File: src/rtl/fetch_unit_pkg.sv
// Shared CPU defines: datapath widths, fetch FSM encodings and the IF/ID register layout.
package fetch_unit_pkg;

   localparam int XLEN   = 64;
   localparam int ILEN   = 32;
   localparam int IFID_W = ILEN + XLEN + 1;

   localparam logic [1:0] ST_REQ   = 2'd0;
   localparam logic [1:0] ST_WAIT  = 2'd1;
   localparam logic [1:0] ST_HOLD  = 2'd2;
   localparam logic [1:0] ST_DRAIN = 2'd3;

   typedef struct packed {
      logic [ILEN-1:0] instr;
      logic [XLEN-1:0] pc;
      logic            vld;
   } ifid_t;

   // Fetch targets are word aligned; low bits of a redirect target are dropped.
   function automatic logic [XLEN-1:0] align_pc(input logic [XLEN-1:0] pc);
      return {pc[XLEN-1:2], 2'b00};
   endfunction

endpackage

File: src/rtl/fetch_unit.sv
// Instruction fetch: one outstanding imem request, a one-entry skid buffer for
// responses that land while IF/ID is stalled, and redirect/drain handling.
module fetch_unit
   import fetch_unit_pkg::*;
#(
   parameter logic [XLEN-1:0] RESET_PC = 64'h0000_0000_0000_0000
) (
   input  logic            clk,
   input  logic            reset,
   output logic            imem_req_valid,
   output logic [XLEN-1:0] imem_req_addr,
   input  logic            imem_req_ready,
   input  logic            imem_resp_valid,
   input  logic [ILEN-1:0] imem_resp_data,
   input  logic            redirect_valid,
   input  logic [XLEN-1:0] redirect_pc,
   input  logic            stall,
   output logic [ILEN-1:0] instruction_out,
   output logic [XLEN-1:0] pc_out,
   output logic            valid_out
);

   logic [1:0]      state;
   logic [XLEN-1:0] fetch_pc;
   logic [XLEN-1:0] req_pc;
   ifid_t           hold;
   ifid_t           out_r;
   logic            out_open;
   logic            req_fire;

   assign out_open = !stall || !out_r.vld;
   assign req_fire = (state == ST_REQ) && imem_req_ready;

   assign imem_req_valid  = (state == ST_REQ) && !reset;
   assign imem_req_addr   = fetch_pc;
   assign instruction_out = out_r.instr;
   assign pc_out          = out_r.pc;
   assign valid_out       = out_r.vld;

   always_ff @(posedge clk or posedge reset) begin
      if (reset) begin
         state    <= ST_REQ;
         fetch_pc <= RESET_PC;
         req_pc   <= '0;
         hold     <= '0;
         out_r    <= '0;
      end else if (redirect_valid) begin
         // Redirect beats stall; an in-flight request must be drained first.
         fetch_pc  <= align_pc(redirect_pc);
         out_r.vld <= 1'b0;
         hold      <= '0;
         case (state)
            ST_REQ:  state <= req_fire ? ST_DRAIN : ST_REQ;
            ST_WAIT: state <= ST_DRAIN;
            ST_HOLD: state <= ST_REQ;
            default: state <= imem_resp_valid ? ST_REQ : ST_DRAIN;
         endcase
      end else begin
         if (out_open)
            out_r.vld <= 1'b0;
         case (state)
            ST_REQ: begin
               if (imem_req_ready) begin
                  req_pc   <= fetch_pc;
                  fetch_pc <= fetch_pc + 64'd4;
                  state    <= ST_WAIT;
               end
            end
            ST_WAIT: begin
               if (imem_resp_valid) begin
                  if (out_open) begin
                     out_r <= '{instr: imem_resp_data, pc: req_pc, vld: 1'b1};
                     state <= ST_REQ;
                  end else begin
                     hold  <= '{instr: imem_resp_data, pc: req_pc, vld: 1'b1};
                     state <= ST_HOLD;
                  end
               end
            end
            ST_HOLD: begin
               if (out_open && hold.vld) begin
                  out_r <= '{instr: hold.instr, pc: hold.pc, vld: 1'b1};
                  hold  <= '0;
                  state <= ST_REQ;
               end
            end
            default: begin
               // Discard the response belonging to the pre-redirect request.
               if (imem_resp_valid)
                  state <= ST_REQ;
            end
         endcase
      end
   end

endmodule
File: config.mk
export PLATFORM = sky130hd
export DESIGN_NAME = fetch_unit
export DESIGN_NICKNAME = d
export VERILOG_FILES = /design/src/rtl/fetch_unit_pkg.sv /design/src/rtl/fetch_unit.sv
export SDC_FILE = /design/constraint.sdc
export NUM_CORES = 1
export LEC_CHECK = 0
export ABC_AREA = 1
export BUFFER_PORTS_ARGS = -buffer_cell sky130_fd_sc_hd__buf_2
export CELL_PAD_IN_SITES_DETAIL_PLACEMENT = 1
export CELL_PAD_IN_SITES_GLOBAL_PLACEMENT = 1
export CORE_MARGIN = 1.5
export CORE_UTILIZATION = 45
export DETAILED_ROUTE_END_ITERATION = 12
export MAX_ROUTING_LAYER = met4
export PLACE_DENSITY_LB_ADDON = 0.1
export SLEW_MARGIN = 0
export SYNTH_ARGS = -nofsm -noshare
export SYNTH_HDL_FRONTEND = slang
export SYNTH_SLANG_ARGS = --single-unit
File: constraint.sdc
create_clock -name clk -period 22.5 [get_ports clk]
set_input_delay 1.125 -clock clk [delete_from_list [all_inputs] [get_ports clk]]
set_output_delay 1.125 -clock clk [all_outputs]
set_load 0.02 [all_outputs]
==> out/metrics.cfg <==
[status]
status=complete, no violations

[worst_setup_path]
cp-start-kind=input port
endpoint_kind=register
path_class=in -> reg
critPathMaxFanout=96
worstReg2RegEnd=pc_out[14]
cp.required_ns=22.81
reg2reg_depth=8
arrival_ns=4.12
ff2ff_setup_slack_ns=18.78
worstSetupStartpoint=redirect_valid
r2r-start=state[0]
crit_path_end=hold[80]

[final_layout]
final_cells=2398
final_nets=2037
final_core_util_pct=54.1
fill_cells=4013
seq_area_mm2=0.00796
drive_gt1_share_pct=17.7
multi_input_area_mm2=0.00541
area_growth_pct=18.2

[logic_synthesis]
synth-simple-area-share_pct=15.4
synthCells=1716
synth_area_mm2=0.0149
synth_compound_area_share_pct=19.9
synth_top_family_by_area=compound AO/OA/AOI/OAI gates
yosys.area.top_type=dfrtp_1
synthXorXnorAreaFrac_pct=0.235
ys_warn_count=0
yosysSeqAreaShare_pct=53.5
synth_fa_ha_area_share_pct=0.420
ys_ff_latch=318
synth.area.top_cells=dfrtp_1 (53%), o22ai_1 (7.9%), nand2_1 (7.3%)
synth_top_area_share_pct=53.5
synth_cell_type_count=39
synth.area.mux_share_pct=0
syn_avg_cell_area_um2=8.67

[drt]
detail_route.wl_per_cell_um=20.8
ant_nets=0
drc=0
vias_per_cell=5.61
wirelength_mm=49.8
drtIter0Drc=743
vias=13500
dr.pass1.iters=5

[sta]
setup_viol=0
slew_headroom_pct=20.0
grt_setup_unrepaired=no
layout_min_cycle_time_ns=3.81
setup_tns_ns=0
fin_skew_ns=0.0158
fmax_mhz=263
finalCritPeriodShare_pct=16.9
drv_slew=0
tightest_slew_ns=1.20
finalHoldViolations=0

[global_route]
grt_pass1_wl_mm=77.1
grt_max_degree=132
first_global_vias=13400
grt_use_total_pct=30.0
grt.overflow.total=0
antenna_found_initial=2

[cts]
clk_pin_slew_ns=0.06
cts_max_level=2
cts_tree=done
root_buffer=clkbuf_16
clock-sinks=318
clk_latency_ns=0.52
cts_max_path_buffers=3
ctsResizeCount=0
numCtsBuffers=36
hold_buffers=0
post_cts_buffers=0

[place]
numPortBuffers=259
placed_cells=2334
gp_congestion=0.943
hpwl_mm=33.6

[power_and_ir_drop]
total_power_uw=2200
power_density_mw_per_mm2=125
p_leak_uw=0.00880
ir_worst_vdd_uv=57.0

[floorplanning]
dieArea_mm2=0.0342
die_h_um=185
io_pins=264
fp-row-count=66
coreArea_mm2=0.0325
die_w_um=185
start_util_pct=45.7

[job]
drv_cap=0

[worst_hold_path]
holdCritPathClass=reg -> reg

==> synthesized netlist by cell type, drive strengths merged <==
master and instances:
o21bai 3, o2111ai 8, a21oi 37, and2 1, clkbuf 52, conb 1
nand3b 7, nor2 151, o22ai 188, a21boi 6, nor3 16, inv 291
o31ai 4, a32oi 1, nand3 72, nand4 18, a31oi 10, o41ai 1
a22o 94, o311ai 3, nand2 290, o221ai 1, xor2 4, dfrtp 318
o21ai 80, buf 45, ha 5, o211ai 8, a22oi 1
==> sequential cells by signal, summed over array words and instances (netlist names) <==
register	flops
req_pc	62
valid_out	1
state	2
hold	96
instruction_out	32
imem_req_addr	62
pc_out	63
==> worst max-delay path, cell delays in order <==
cell and delay [ns]:
buf_2 0.08, buf_4 0.57, inv_2 0.55, nand3_1 0.26, o31ai_2 0.12, a21oi_4 0.18
buf_4 0.92, o22ai_1 0.25
==> final cells by class <==
| class | count | area share, % |
|---|---|---|
| sequential | 318 | 45.2 |
| multi-input combinational | 1011 | 30.8 |
| timing repair buffer | 272 | 7.92 |
| inverter | 291 | 6.25 |
| clock buffer | 52 | 6.04 |
| tap | 442 | 3.14 |
| clock inverter | 10 | 0.612 |
| antenna | 2 | 0.0285 |
==> metal layers <==
layer | part of all wire [%] | routed length (um) | global-route usage [%]
met5 | 0 | 0 | -
met4 | 2.3 | 1160 | 7.84
met3 | 5.7 | 2830 | 4.11
met2 | 46 | 22800 | 45.6
met1 | 46 | 23000 | 42.3
==> cells in the final DEF (no fill, tap or decap), types with 3 or more instances in the layout <==
master     count
o211ai_1       8
o21bai_1       3
buf_2        259
o2111ai_1      8
clkbuf_8       8
nor2_4         3
inv_2          3
a22o_1        94
inv_1        287
o22ai_1      188
clkbuf_1       7
clkinv_2       6
a21oi_1       36
dfrtp_1      318
o21ai_1        3
nand3_1       69
a31oi_1       10
clkbuf_16     37
a21boi_0       6
o21ai_0       77
nand3b_1       7
nor2_2         4
nand2_1      289
nor2_1       144
ha_1           5
nand4_1       18
buf_4         13
nor3_1        16
xor2_1         4
nand3_4        3
o31ai_1        3
o311ai_0       3
==> logic make-up (layout without fill, tap and decap cells) <==
group,count (synthesis),in the layout
AO/OA/AOI/OAI,445,445
XOR/XNOR,4,4
AND/OR/NAND/NOR,555,555
buffers and inverters,388,625
adder cells (fa/ha/maj),5,5
other,1,4
flip-flops,318,318
==> how the worst min path moves through the flow <==
| stage | start | end | slack [ns] | depth (start not counted) |
|---|---|---|---|---|
| floorplan | hold[2] | hold[2] | 0.47 | 2 |
| global route | instruction_out[20] | instruction_out[20] | 0.51 | 1 |
| CTS | pc_out[13] | pc_out[13] | 0.50 | 1 |
| finish | pc_out[35] | pc_out[35] | 0.50 | 1 |
| global placement | hold[2] | hold[2] | 0.48 | 2 |
| detailed placement | instruction_out[11] | instruction_out[11] | 0.49 | 1 |
==> through the flow <==
step                      hold slack, ns  worst slack (ns)  instance area [um^2]
after floorplan                    0.470             12.58                 14900
after global placement             0.482             18.29                 16400
after detailed placement           0.485             18.21                 16400
after CTS                          0.503             18.72                 17600
after global routing               0.508             18.53                 17600
final                              0.496             18.69                 17600
==> where the power goes <==
| group | switching, uW | internal [uW] |
|---|---|---|
| clock | 236 | 351 |
| combinational | 503 | 229 |
| sequential | 117 | 767 |
| total | 856 | 1350 |
Note: power is estimated with default switching activity, not from simulation.
